$ cat config.mk
export PLATFORM = sky130hd
export DESIGN_NAME = coin_gen
export DESIGN_NICKNAME = d
export VERILOG_FILES = /design/src/rtl/coin_pkg.sv /design/src/rtl/lfsr16.sv /design/src/rtl/coin_gen.sv
export SDC_FILE = /design/constraint.sdc
export NUM_CORES = 1
export LEC_CHECK = 0
export CORE_ASPECT_RATIO = 0.8
export CORE_UTILIZATION = 40
export DETAILED_ROUTE_END_ITERATION = 7
export HOLD_SLACK_MARGIN = 0.1
export PLACE_DENSITY_LB_ADDON = 0.15
export SLEW_MARGIN = 25
export SYNTH_ARGS = -nofsm -noshare
export SYNTH_HDL_FRONTEND = slang
export SYNTH_SLANG_ARGS = --single-unit
$ cat constraint.sdc
create_clock -name clk -period 2.7 [get_ports clk]
set_input_delay 0.27 -clock clk [delete_from_list [all_inputs] [get_ports clk]]
set_output_delay 0.27 -clock clk [all_outputs]
set_load 0.05 [all_outputs]
$ cat src/rtl/coin_pkg.sv
// Shared encodings and constants for the coin sprite generator.
package coin_pkg;

  typedef enum logic [1:0] {
    SPAWN   = 2'd0,
    ACTIVE  = 2'd1,
    COLLECT = 2'd2,
    WAIT    = 2'd3
  } state_t;

  localparam logic [9:0]  SPAWN_X_OFS = 10'd64;
  localparam logic [9:0]  SPAWN_Y_OFS = 10'd112;
  // Fibonacci taps 16,14,13,11 -> state bits 15,13,12,10
  localparam logic [15:0] LFSR_TAPS   = 16'hB400;

endpackage

$ cat src/rtl/lfsr16.sv
// 16-bit Fibonacci LFSR, shifts left with XOR feedback into bit 0 while enabled.
module lfsr16
  import coin_pkg::*;
#(
  parameter logic [15:0] SEED = 16'hACE1
) (
  input  logic        clk,
  input  logic        rst_n,
  input  logic        en,
  output logic [15:0] state
);

  logic [15:0] state_q, state_d;

  always_comb begin
    state_d = state_q;
    if (en) state_d = {state_q[14:0], ^(state_q & LFSR_TAPS)};
  end

  always_ff @(posedge clk or negedge rst_n) begin
    if (!rst_n) state_q <= SEED;
    else        state_q <= state_d;
  end

  assign state = state_q;

endmodule

$ cat src/rtl/coin_gen.sv
// Coin sprite: LFSR-placed square, per-frame overlap test, score and timed respawn.
// Optional COIN_BLINK_EN blinks the coin with an 8-frame on/off cadence.
module coin_gen
  import coin_pkg::*;
#(
  parameter int          COIN_SIZE      = 16,
  parameter int          CHAR_SIZE      = 32,
  parameter int          RESPAWN_FRAMES = 60,
  parameter logic [15:0] LFSR_SEED      = 16'hACE1,
  parameter logic [2:0]  COIN_COLOR     = 3'b110
) (
  input  logic       clk,
  input  logic       rst_n,
  input  logic [9:0] pixel_x,
  input  logic [9:0] pixel_y,
  input  logic       video_on,
  input  logic       frame_tick,
  input  logic [9:0] char_x,
  input  logic [9:0] char_y,
  output logic       r_coin,
  output logic       g_coin,
  output logic       b_coin,
  output logic       coin_collected,
  output logic [7:0] score
);

  localparam int CNT_W = $clog2(RESPAWN_FRAMES + 1);

  logic [15:0]      lfsr;
  state_t           state_q, state_d;
  logic [9:0]       coin_x_q, coin_x_d;
  logic [9:0]       coin_y_q, coin_y_d;
  logic [CNT_W-1:0] frame_cnt_q, frame_cnt_d;
  logic [7:0]       score_q, score_d;
  logic             coin_collected_q, coin_collected_d;
  logic [2:0]       rgb_q, rgb_d;
`ifdef COIN_BLINK_EN
  logic [3:0]       blink_cnt_q, blink_cnt_d;
`endif

  lfsr16 #(.SEED(LFSR_SEED)) u_lfsr (
    .clk   (clk),
    .rst_n (rst_n),
    .en    (1'b1),
    .state (lfsr)
  );

  // 11-bit compares so box edges near 1023 never wrap
  logic [10:0] coin_xl, coin_xh, coin_yl, coin_yh;
  logic [10:0] char_xl, char_xh, char_yl, char_yh;
  logic [10:0] pix_x, pix_y;
  logic        hit, in_box, show;

  always_comb begin
    coin_xl = {1'b0, coin_x_q};
    coin_yl = {1'b0, coin_y_q};
    coin_xh = coin_xl + 11'(COIN_SIZE);
    coin_yh = coin_yl + 11'(COIN_SIZE);
    char_xl = {1'b0, char_x};
    char_yl = {1'b0, char_y};
    char_xh = char_xl + 11'(CHAR_SIZE);
    char_yh = char_yl + 11'(CHAR_SIZE);
    pix_x   = {1'b0, pixel_x};
    pix_y   = {1'b0, pixel_y};
    hit     = (coin_xl < char_xh) && (char_xl < coin_xh) &&
              (coin_yl < char_yh) && (char_yl < coin_yh);
    in_box  = (pix_x >= coin_xl) && (pix_x < coin_xh) &&
              (pix_y >= coin_yl) && (pix_y < coin_yh);
`ifdef COIN_BLINK_EN
    show    = ~blink_cnt_q[3];
`else
    show    = 1'b1;
`endif
  end

  always_comb begin
    state_d          = state_q;
    coin_x_d         = coin_x_q;
    coin_y_d         = coin_y_q;
    frame_cnt_d      = frame_cnt_q;
    score_d          = score_q;
    coin_collected_d = 1'b0;
`ifdef COIN_BLINK_EN
    blink_cnt_d      = blink_cnt_q;
`endif
    case (state_q)
      SPAWN: begin
        coin_x_d = SPAWN_X_OFS + {1'b0, lfsr[8:0]};
        coin_y_d = SPAWN_Y_OFS + {2'b00, lfsr[15:8]};
        state_d  = ACTIVE;
`ifdef COIN_BLINK_EN
        blink_cnt_d = 4'd0;
`endif
      end
      ACTIVE: begin
        if (frame_tick) begin
`ifdef COIN_BLINK_EN
          blink_cnt_d = blink_cnt_q + 4'd1;
`endif
          if (hit) state_d = COLLECT;
        end
      end
      COLLECT: begin
        coin_collected_d = 1'b1;
        if (score_q != 8'hFF) score_d = score_q + 8'd1;
        frame_cnt_d = CNT_W'(RESPAWN_FRAMES);
        state_d     = WAIT;
      end
      WAIT: begin
        if (frame_tick) begin
          frame_cnt_d = frame_cnt_q - CNT_W'(1);
          if (frame_cnt_q <= CNT_W'(1)) state_d = SPAWN;
        end
      end
      default: state_d = SPAWN;
    endcase
    rgb_d = (state_q == ACTIVE && video_on && in_box && show) ? COIN_COLOR : 3'b000;
  end

  always_ff @(posedge clk or negedge rst_n) begin
    if (!rst_n) begin
      state_q          <= SPAWN;
      coin_x_q         <= '0;
      coin_y_q         <= '0;
      frame_cnt_q      <= '0;
      score_q          <= '0;
      coin_collected_q <= 1'b0;
      rgb_q            <= '0;
`ifdef COIN_BLINK_EN
      blink_cnt_q      <= '0;
`endif
    end else begin
      state_q          <= state_d;
      coin_x_q         <= coin_x_d;
      coin_y_q         <= coin_y_d;
      frame_cnt_q      <= frame_cnt_d;
      score_q          <= score_d;
      coin_collected_q <= coin_collected_d;
      rgb_q            <= rgb_d;
`ifdef COIN_BLINK_EN
      blink_cnt_q      <= blink_cnt_d;
`endif
    end
  end

  assign {r_coin, g_coin, b_coin} = rgb_q;
  assign coin_collected           = coin_collected_q;
  assign score                    = score_q;

endmodule

-- Word-level counts from Yosys, hierarchy flattened
Index checks and enable logic that the tools add are counted.
- flip-flop bits (word level): 56
- input bits: 44
- output and inout port bits: 12
- word-level logic and storage cells: 56
- add/sub/neg operators: 8
- order comparisons: 9
- equal/unequal tests: 8
- mux-type cells: 9
- reduce and logical (&&, ||, !) cells: 14
- operators with widths (operator ; count):
    $lt A10 B11 Y1 ; 6
    $add A10 B5 Y11 const B ; 2
    $add A10 B6 Y11 const B ; 2
    $ge A10 B10 Y1 ; 2
    $reduce_xor A16 Y1 ; 1
    $pmux W6 S2 ; 1
    $add A7 B9 Y10 const A ; 1
    $add A7 B8 Y9 const A ; 1
    $add A8 B1 Y8 const B ; 1
    $logic_and A1 B1 Y1 ; 8
    $mux W2 ; 4
    $ne A2 B2 Y1 const B ; 4
    $ne A8 B8 Y1 const B ; 1
    $pmux W2 S4 ; 1
    $le A6 B1 Y1 const B ; 1
    $mux W6 ; 1
    $sub A6 B1 Y6 const B ; 1
    $eq A2 B2 Y1 const B ; 2
    $reduce_and A2 Y1 ; 2
    $reduce_and A4 Y1 ; 1
    $mux W3 ; 1
    $eq A2 B1 Y1 const B ; 1
    $logic_not A2 Y1 ; 1
    $reduce_bool A2 Y1 ; 1
    $mux W1 ; 1

-- Longest topological paths before layout
Gate-level depths: netlist of run 1.
- depth after elaboration: 8
- mapped depth: 11
- mapped depth without buffers: 11

-- Hierarchy
Synthesis of run 1 repeated with hierarchy kept, for this count alone.
- cell total of the unflattened synthesis: 411
- area, all modules: 4072.7 um2
- by module, submodules not included (module ; instances ; cells an instance ; area each (um2) ; seq. area each (um2)):
    coin_gen ; 1 ; 373 ; 3397.0 ; 925.9
    lfsr16 ; 1 ; 38 ; 675.6 ; 410.4

-- Worst setup path after synthesis of run 1
OpenSTA, ideal clock, no wires.
- kind: register -> register
- from: reg coin_x_q[4]
- to: reg state_q[1]
- library setup time: 127 ps
- arrival: 2416 ps
- required time: 2573 ps
- path slack: 156 ps
- cell stages (with the launch flop): 11
- path buffers: 0
- period minus slack after synthesis: 2544 ps
- cell sequence: dfrtp_1 > ha_1 > xnor2_1 > ha_1 > a21o_1 > a21oi_1 > o21ai_0 > o31ai_1 > a31oi_1 > o41ai_2 > mux2_1
- longest elaborated chain between the ends: 7
- elaborated cells between the ends (all ways): 8
- classes of those cells: add/sub (1); order compare (2); eq/ne (1); reduce/logical (4)
- RTL lines (what ; RTL line ; text):
    start, declared ; coin_gen.sv:31 ; logic [9:0] coin_x_q, coin_x_d;
    start signal, assigned ; coin_gen.sv:134 ; coin_x_q <= coin_x_d;
    $add A10 B5 Y11 ; coin_gen.sv:57 ; coin_xh = coin_xl + 11'(COIN_SIZE);
    $lt A10 B11 Y1 ; coin_gen.sv:65 ; hit = (coin_xl < char_xh) && (char_xl < coin_xh) &&
    $logic_and A1 B1 Y1 (*) (2 in a row) ; coin_gen.sv:65 ;
    $logic_and A1 B1 Y1 (*) ; coin_gen.sv:66 ; (coin_yl < char_yh) && (char_yl < coin_yh);
    $ne A2 B2 Y1 (no line) (*) ; -- ;
    $reduce_and A4 Y1 (no line) (*) ; -- ;
    end signal, assigned ; coin_gen.sv:133 ; state_q <= state_d;
    end, declared ; coin_gen.sv:30 ; state_t state_q, state_d;
Every way passes the cells marked *; elsewhere a longest branch is shown, timed or not.
A chain may end at the register's enable or synchronous reset.

-- Worst setup path after layout of run 1
- from: reg coin_x_q[5]
- to: reg state_q[1]
Same word-level chain as after synthesis.

==> results of run 1 <==
state kept, by name, summed over array words and instances (netlist names):
name            flops
u_lfsr.state       16
frame_cnt_q         6
coin_y_q            9
score               8
state_q             2
coin_x_q           10
coin_collected      1
rgb_q               1
worst max-delay path by stage:
stage | from | to | cells after the start
after CTS | coin_y_q[4]$_DFFE_PN0N_ | state_q[1]$_DFFE_PN0P_ | 11
after global routing | coin_y_q[4]$_DFFE_PN0N_ | state_q[1]$_DFFE_PN0P_ | 11
after floorplan | coin_x_q[4]$_DFFE_PN0N_ | state_q[1]$_DFFE_PN0P_ | 10
after global placement | char_x[1] | state_q[1]$_DFFE_PN0P_ | 9
final | coin_x_q[5]$_DFFE_PN0N_ | state_q[1]$_DFFE_PN0P_ | 10
after detailed placement | char_y[2] | state_q[1]$_DFFE_PN0P_ | 10
logic make-up after synthesis:
kind of cell	Yosys count	synth area share
and+or+nand+nor	97	0.131
AOI/OAI and AO/OA	85	0.140
adders and majority gates	76	0.249
DFF	53	0.349
buffers and inverters	44	0.0452
xor gates and xnor gates	27	0.0618
muxes	8	0.0223
other	1	0.000981
per-layer routing:
layer | up-vias | routed length, um | global-route usage
li1 | 1566 | - | -
met1 | 1435 | 4340 | 0.240
met2 | 50 | 3750 | 0.302
met3 | 10 | 303 | 0.0319
met4 | 0 | 94 | 0.0479
met5 | - | 0 | 0
critical path: cells and delay by family (launching register included):
kind,cells,cell delay (ns)
compound gates,6,1.05
xor+xnor,1,0.20
fa+ha+maj,2,0.48
flops,1,0.39
mux,1,0.36
stage by stage:
step            util  power (uW)
6_report       0.539        2730
5_1_grt        0.539        2920
4_1_cts        0.535        2760
3_5_place_dp   0.516        2070
3_3_place_gp   0.516        2060
2_1_floorplan      -        1680
Yosys cell counts, drive strengths merged, types with 2 or more instances:
master  count  area (sq um)
ha         76           951
dfrtp      45          1130
inv        38           143
nand2      30           113
o21ai      27           135
a21oi      22           110
xnor2      19           166
nand3      15          75.1
a21o        9          67.6
nand2b      9          56.3
nor2        9          33.8
nor3        9          45.0
dfstp       8           210
xor2        8          70.1
nand4       6          37.5
a31oi       5          31.3
a211oi      4          30.0
clkbuf      4          15.0
mux2        4          45.0
mux2i       4          40.0
o21a        4          30.0
a221oi      3          26.3
nor2b       3          18.8
o31ai       3          27.5
and2        2          12.5
and3        2          12.5
buf         2          15.0
nand4b      2          17.5
nor3b       2          20.0
nor4        2          12.5
report_power, final:
group | internal, uW | switching (uW) | leakage, uW
logic | 462 | 603 | 0.00156
registers | 889 | 104 | 0.000652
clock network | 356 | 316 | 0.0000763
total | 1710 | 1020 | 0.00229
cell type report:
cell class	count	area share
tap	115	0.0292
clock buffer	5	0.0254
multi-input combinational	294	0.475
timing repair buffer	91	0.165
sequential	53	0.271
clock inverter	3	0.00583
inverter	38	0.0289
what timing repair did:
| action | in CTS | in global routing |
|---|---|---|
| pin swaps | 0 | 7 |
| setup endpoints to repair | 1 | 3 |
| gates resized for setup | 2 | 5 |
| setup buffers | 0 | 3 |
| endpoints found under the hold margin | 24 | 0 |
| hold buffers | 1 | 0 |
==> run summary, run 1 <==
HP Class: reg2reg
layout cell share with drive strength beyond 1: 0.132
Overflow after GRT: 0
gr usage total: 0.179
Yosys reg bits: 53
number of core rows: 31
core area: 9150 sq um
die area: 9960 sq um
DRC violations left: 7
startpoint types: flop
Crit. End Element: flop
number of DRC violations after detailed-routing iteration 0: 106
CP peak stage delay: 0.39 ns
design area: 4930 sq um
fill cell count: 837
commonest non-fill, non-tap cell in the layout: ha_1
Least-Margin Pin Slew: 0.751 ns
commonest cells after routing, fill and taps aside: ha_1 (74), clkdlybuf4s50_1 (53), dfrtp_1 (45)
Pre-antenna DRT Iters: 6
outcome: finished, violations left
worst-path fanout max: 2
crit path DAT: 2.78 ns
unrepaired setup endpoints after global routing: true
Post-synth EDFFs: 0
Cell variety after synth: 49
CTS tree: built
FF-to-FF Start: coin_x_q[5]$_DFFE_PN0N_
antenna diode count: 0
Num CTS Buffers: 5
chip width: 111 um
Nets: 603
Warnings, synthesis: 0
Place WS: -0.290 ns
Rel. slew slack: 0.500
Netlist Area Pre-Place: 3820 sq um
Setup Skew: 0.00648 ns
hold endpoint: u_lfsr.state[6]$_DFF_PN1_
vias: 3061
Cells after Synth: 391
Worst Hold Depth: 0
largest net degree at the start of global routing: 30
PwrDens: 553 nW/um^2
fin cells: 599
CP max-delay cell: dfrtp_1
period utilization: 0.962
failing checks: design-rule violations
first-pass GRT wire length: 14100 um
Num Clock Sinks: 53
Tmin final: 2.60 ns
Reg2Reg Setup Slack: 0.10 ns
critical path cell sequence: ha_2 > xnor2_2 > ha_1 > a21o_1 > a21oi_1 > o21ai_1 > o31ai_1 > a31oi_1 > o41ai_2 > mux2_1
Post-Route WL: 8490 um
fin worst setup slack: 0.101 ns
maxcap violations: 0
Port Buf Inserts: 54
clock root buffer: clkbuf_16
Area Growth Syn to Fin: 29.0%
H-tree depth: 2
Peak Freq: 385 MHz
Storage cell area: 1340 sq um
Max IR drop VDD: 0.433 mV
Placed Cells: 587
drt wl/cell: 14.2 um
Placement Cell Area: 4720 sq um
Clk pin slew, worst setup/hold paths: 0.08 ns
Setup CP Type: reg2reg
Worst R2R Path Depth: 10
LEAKAGE: 0.00229 uW
ys async rst share: 1.00
Total Neg Setup Slack: 0 ns
final hold vios: 0
vias in the first global route: 3005
max-slew violations: 0
Reg2Reg Capture Point: state_q[1]$_DFFE_PN0P_
HP Start: u_lfsr.state[5]$_DFF_PN1_
drt via density: 5.11
Placer Congestion: 0.848
worst hold slack: 0.371 ns
main flop type after synthesis: dfrtp_1
Die Span Y: 89.5 um
register area share after synthesis: 0.349
Initial Utilization: 0.418
# setup viols final: 0
post-DP HPWL: 6800 um
Antenna Nets Post-Route: 0
required time worst endpoint: 2.88 ns
area of the multi-input gates: 2340 sq um
Clock Latency Late Sink: 0.29 ns
Synth Area per Inst: 9.78 sq um
num ports: 56
CTS max path bufs: 2
initial antenna violation count: 0
Mapped Nets: 511
Power figures use the tool's default switching activity.
==> inputs of run 2 (changes only) <==
CORE_MARGIN = 1.5   (was not set)
==> run 2 against run 1 <==
  * The flow still finishes with violations (design-rule violations)
  * Non-clock buffer count shrank 3
  * Power shrank 1.2%
  * Utilization grew 0.068 points
  * Die area grew 2.0%
  * Sequential share of layout area is essentially flat
  * Clock power shrank 4.3%
  * Largest cell class unchanged
==> run summary, run 2 (synthesis gave the netlist of run 1 again) <==
outcome: finished, violations left
number of DRC violations after detailed-routing iteration 0: 120 (+13%)
clock root buffer: clkbuf_16
Tmin final: 2.68 ns (+0.0836 ns)
Die Span Y: 90.5 um (+1.1%)
gr usage total: 0.177 (-0.00236)
num ports: 56 (unchanged)
Num Clock Sinks: 53 (unchanged)
H-tree depth: 2 (unchanged)
Least-Margin Pin Slew: 0.678 ns (-0.0727 ns)
crit path DAT: 2.86 ns (+0.08 ns)
FF-to-FF Start: coin_x_q[5]$_DFFE_PN0N_
number of core rows: 31 (unchanged)
chip width: 112 um (+0.90%)
fin worst setup slack: 0.0178 ns (-0.0836 ns)
Critical path origin: coin_x_q[5]$_DFFE_PN0N_
period utilization: 0.993 (+0.0309)
unrepaired setup endpoints after global routing: true
Rel. slew slack: 0.548 (+0.0485)
sequential group share of total power: 0.367 (+0.003)
post-DP HPWL: 6800 um (about the same)
Net Sw Frac: 0.370 (-0.00432)
Placed Cells: 585 (-0.34%)
Clk network pwr share: 0.239 (-0.007)
DRC violations left: 3 (-4)
Nets: 600 (-0.50%)
drt via density: 5.12 (+0.14%)
# setup viols final: 0 (unchanged)
Switch Pwr: 998 uW (-2.4%)
design area: 4940 sq um (+0.13%)
Placement Cell Area: 4710 sq um (-0.32%)
largest net degree at the start of global routing: 54 (+80%)
die area: 10200 sq um (+2.0%)
Num CTS Buffers: 5 (unchanged)
Overflow after GRT: 0 (unchanged)
vias in the first global route: 3099 (+3.1%)
Setup Skew: 0.00534 ns (-0.00114 ns)
commonest cells after routing, fill and taps aside: ha_1 (73), clkdlybuf4s50_1 (53), dfrtp_1 (45)
LEAKAGE: 0.00227 uW (-0.84%)
CTS tree: built
max-slew violations: 0 (unchanged)
worst-path fanout max: 2 (unchanged)
CTS max path bufs: 2 (unchanged)
vias: 3050 (-0.36%)
core area: 9150 sq um (unchanged)
Clk pin slew, worst setup/hold paths: 0.07 ns (about the same)
final hold vios: 0 (unchanged)
antenna diode count: 0 (unchanged)
Crit. End Element: flop
Clock Latency Late Sink: 0.29 ns (about the same)
Hold Buf Count CTS: 0 (-1)
Antenna Nets Post-Route: 0 (unchanged)
worst hold slack: 0.0902 ns (-0.280 ns)
drt wl/cell: 14.3 um (+0.74%)
power share of the combinational group: 0.394 (+0.004)
Max IR drop VDD: 0.546 mV (+26%)
PwrDens: 546 nW/um^2 (-1.4%)
Setup CP Type: reg2reg
failing checks: design-rule violations
Place WS: -0.300 ns (-0.0104 ns)
fin cells: 596 (-0.50%)
Initial Utilization: 0.418 (unchanged)
first-pass GRT wire length: 14600 um (+3.8%)
layout cell share with drive strength beyond 1: 0.133 (+0.000825)
Area Growth Syn to Fin: 29.2%
HP Class: in2async
Worst R2R Path Depth: 10 (unchanged)
maxcap violations: 0 (unchanged)
required time worst endpoint: 2.88 ns (about the same)
Placer Congestion: 0.826 (-2.5%)
Port Buf Inserts: 54 (unchanged)
startpoint types: flop
Peak Freq: 373 MHz (-3.1%)
initial antenna violation count: 0 (unchanged)
Pre-antenna DRT Iters: 6 (unchanged)
commonest non-fill, non-tap cell in the layout: ha_1
Pint: 1700 uW (-0.54%)
max FFs per register: 16 (unchanged)
Post-Route WL: 8510 um (+0.24%)
[run 2: layout make-up]
class,count,area [sq um]
multi-input combinational,294,2380
tap,115,144
inverter,38,143
fill,842,4210
timing repair buffer,88,791
clock inverter,3,21.3
clock buffer,5,125
sequential,53,1340
[run 2: path summary, 6_finish.rpt]
path                                             end  slack, ns
min reg2reg                u_lfsr.state[6]$_DFF_PN1_       0.37
max reg2reg                   state_q[1]$_DFFE_PN0P_       0.02
max                           state_q[1]$_DFFE_PN0P_       0.02
min in group clk           u_lfsr.state[6]$_DFF_PN1_       0.37
min                        u_lfsr.state[9]$_DFF_PN0_       0.09
max in group asynchronous       score[7]$_DFFE_PN0P_       2.15
[run 2: power groups by stage]
| stage | sequential [uW] | combinational [uW] | clock (uW) |
|---|---|---|---|
| floorplan | 1150 | 529 | 0 |
| global placement | 1010 | 1040 | 0 |
| detailed placement | 1010 | 1060 | 0 |
| CTS | 993 | 1070 | 663 |
| global route | 1010 | 1180 | 702 |
| finish | 991 | 1060 | 643 |
[run 2: critical path, stage by stage, from the launching register on]
cell,delay (ns)
dfrtp_1,0.41
ha_4,0.20
xnor2_4,0.21
ha_4,0.23
a21o_1,0.17
a21oi_1,0.11
o21ai_1,0.09
o31ai_1,0.26
a31oi_1,0.15
o41ai_2,0.39
mux2_1,0.35
[run 2: through the flow]
step                      setup TNS [ns]  power (uW)   util
after floorplan                        0        1680      -
final                                  0        2700  0.540
after detailed placement          -0.553        2070  0.514
after global routing              -0.148        2890  0.540
after global placement            -0.518        2050  0.514
after CTS                              0        2720  0.531
[run 2: routing by layer]
metal  part of all wire  track usage  vias up
li1                   -            -     1564
met1               0.50        0.243     1420
met2               0.45        0.289       58
met3              0.041       0.0295        8
met4              0.014       0.0485        0
met5                  0            0        -
[run 2: repair_timing]
action                     in CTS  in global routing
pin swaps                       3                  9
buffers inserted                0                  3
resized for setup               2                  9
setup endpoints to repair       1                  3
==> inputs of run 3 (changes only) <==
clock period = 3 ns   (was 2.7 ns; I/O delays follow)
==> run 3 against run 2 <==
  * The flow still finishes with violations (design-rule violations)
  * Sequential share of layout area is 1.5 points higher
  * Global-route usage is 0.50 points lower
  * Utilization down 2.8 points
  * Sequential cell count did not move
==> run summary, run 3 (synthesis gave the netlist of run 1 again) <==
Area Growth Syn to Fin: 22.4%
num ports: 56 (unchanged)
worst-path fanout max: 4 (+2)
Initial Utilization: 0.418 (unchanged)
Pre-antenna DRT Iters: 8 (+2)
layout cell share with drive strength beyond 1: 0.0639 (-0.0692)
Num Clock Sinks: 53 (unchanged)
core area: 9150 sq um (unchanged)
LEAKAGE: 0.00213 uW (-6.0%)
Setup Skew: 0.00336 ns (-0.00198 ns)
HP Class: reg2reg
sequential group share of total power: 0.370 (+0.003)
Switch Pwr: 909 uW (-8.9%)
Least-Margin Pin Slew: 0.713 ns (+0.0350 ns)
worst hold slack: 0.370 ns (+0.280 ns)
largest net degree at the start of global routing: 38 (-30%)
met3 routed WL: 358 um (+2.9%)
commonest non-fill, non-tap cell in the layout: ha_1
PwrDens: 517 nW/um^2 (-5.3%)
unrepaired setup endpoints after global routing: false
max FFs per register: 16 (unchanged)
period utilization: 0.936 (-0.0575)
chip width: 112 um (unchanged)
commonest cells after routing, fill and taps aside: ha_1 (76), clkdlybuf4s50_1 (53), dfrtp_1 (45)
final hold vios: 0 (unchanged)
Placed Cells: 560 (-4.3%)
vias: 2927 (-4.0%)
Post-Route WL: 8280 um (-2.7%)
fill cell count: 844 (+0.24%)
Peak Freq: 356 MHz (-4.5%)
# setup viols final: 0 (unchanged)
Die Span Y: 90.5 um (unchanged)
Setup CP Type: reg2reg
Max IR drop VDD: 0.395 mV (-28%)
Nets: 573 (-4.5%)
drt wl/cell: 14.5 um (+1.9%)
gr usage total: 0.172 (-0.00505)
number of DRC violations after detailed-routing iteration 0: 123 (+2.5%)
Clock Latency Late Sink: 0.29 ns (about the same)
DR top layer: met4
Clk network pwr share: 0.250 (+0.011)
initial antenna violation count: 0 (unchanged)
clock root buffer: clkbuf_16
maxcap violations: 0 (unchanged)
fin cells: 569 (-4.5%)
antenna diode count: 0 (unchanged)
Overflow after GRT: 0 (unchanged)
Crit. End Element: flop
DRT met1 WL: 4220 um (-0.31%)
design area: 4680 sq um (-5.2%)
CTS max path bufs: 2 (unchanged)
Rel. slew slack: 0.525 (-0.0233)
Net Sw Frac: 0.376 (+0.00586)
outcome: finished, violations left
met2 wire length: 3570 um (-6.2%)
Port Buf Inserts: 54 (unchanged)
drt via density: 5.14 (+0.52%)
die area: 10200 sq um (unchanged)
Antenna Nets Post-Route: 0 (unchanged)
first-pass GRT wire length: 14200 um (-3.1%)
failing checks: design-rule violations
Placer Congestion: 0.819 (-0.91%)
required time worst endpoint: 3.18 ns (+0.30 ns)
Pint: 1510 uW (-11%)
post-DP HPWL: 6720 um (-1.1%)
number of core rows: 31 (unchanged)
H-tree depth: 2 (unchanged)
vias in the first global route: 3004 (-3.1%)
DRC violations left: 3 (unchanged)
startpoint types: flop
Placement Cell Area: 4520 sq um (-4.0%)
crit path DAT: 2.99 ns (+0.13 ns)
max-slew violations: 0 (unchanged)
Tmin final: 2.81 ns (+0.126 ns)
post-cts resize count: 0 (-2)
Clk pin slew, worst setup/hold paths: 0.07 ns (about the same)
CTS tree: built
power share of the combinational group: 0.380 (-0.014)
Num CTS Buffers: 5 (unchanged)
## run 3: changes by cell type in the layout (fill, tap and decap cells not counted), moves of 2 or more
cell     before  now
buf_4        34    6
ha_1         73   76
ha_4          2    0
xnor2_1      17   19
## run 3: repair_timing
action | CTS | global route
setup buffers | 0 | 0
hold buffers | 1 | 0
hold endpoints to repair | 16 | 0
## run 3: per-layer routing
layer | vias to the layer above | global-route usage
li1 | 1512 | -
met5 | - | 0
met4 | 0 | 0.0464
met1 | 1354 | 0.245
met2 | 51 | 0.269
met3 | 10 | 0.0295
## run 3: power groups by stage
| stage | logic [uW] | clock network (uW) | registers, uW |
|---|---|---|---|
| 6_report | 920 | 605 | 894 |
| 5_1_grt | 1010 | 658 | 913 |
| 4_1_cts | 931 | 621 | 895 |
| 2_1_floorplan | 476 | 0 | 1040 |
| 3_3_place_gp | 908 | 0 | 907 |
| 3_5_place_dp | 924 | 0 | 909 |
## run 3: path summary, 6_finish.rpt
| path | endpoint | cells past startpoint | from | slack [ns] |
|---|---|---|---|---|
| worst max-delay path | state_q[1]$_DFFE_PN0P_ | 10 | coin_x_q[5]$_DFFE_PN0N_ | 0.19 |
| min in group asynchronous | coin_y_q[1]$_DFFE_PN0N_ | 2 | rst_n | 0.47 |
| max in group asynchronous | u_lfsr.state[0]$_DFF_PN1_ | 3 | rst_n | 1.70 |
| worst max register to register | state_q[1]$_DFFE_PN0P_ | 10 | coin_x_q[5]$_DFFE_PN0N_ | 0.19 |
| worst min register to register | u_lfsr.state[6]$_DFF_PN1_ | 0 | u_lfsr.state[5]$_DFF_PN1_ | 0.37 |
| worst min-delay path | u_lfsr.state[6]$_DFF_PN1_ | 0 | u_lfsr.state[5]$_DFF_PN1_ | 0.37 |
## run 3: layout make-up
type / count / area, sq um / area share
Clock buffer: 5 / 125 / 0.0267
Clock inverter: 3 / 28.8 / 0.00615
Inverter: 38 / 143 / 0.0305
Multi-Input combinational cell: 294 / 2310 / 0.494
Sequential cell: 53 / 1340 / 0.285
Tap cell: 115 / 144 / 0.0307
Timing Repair Buffer: 61 / 591 / 0.126
## run 3: critical path, cell delays in order, from the launching register on
cell and delay, ns:
dfrtp_1 0.43, ha_1 0.23, xnor2_1 0.29, ha_1 0.31
a21o_1 0.16, a21oi_1 0.12, o21ai_0 0.11, o31ai_1 0.25
a31oi_1 0.15, o41ai_2 0.29, mux2_1 0.35
## run 3: through the flow
stage,power [uW],setup TNS [ns],utilization,setup slack [ns]
2_1_floorplan,1510,0,-,0.456
3_3_place_gp,1810,-0.00768,0.494,-0.00768
3_5_place_dp,1830,-0.0814,0.494,-0.0647
4_1_cts,2450,0,0.511,0.174
5_1_grt,2590,0,0.511,0.0245
6_report,2420,0,0.511,0.192
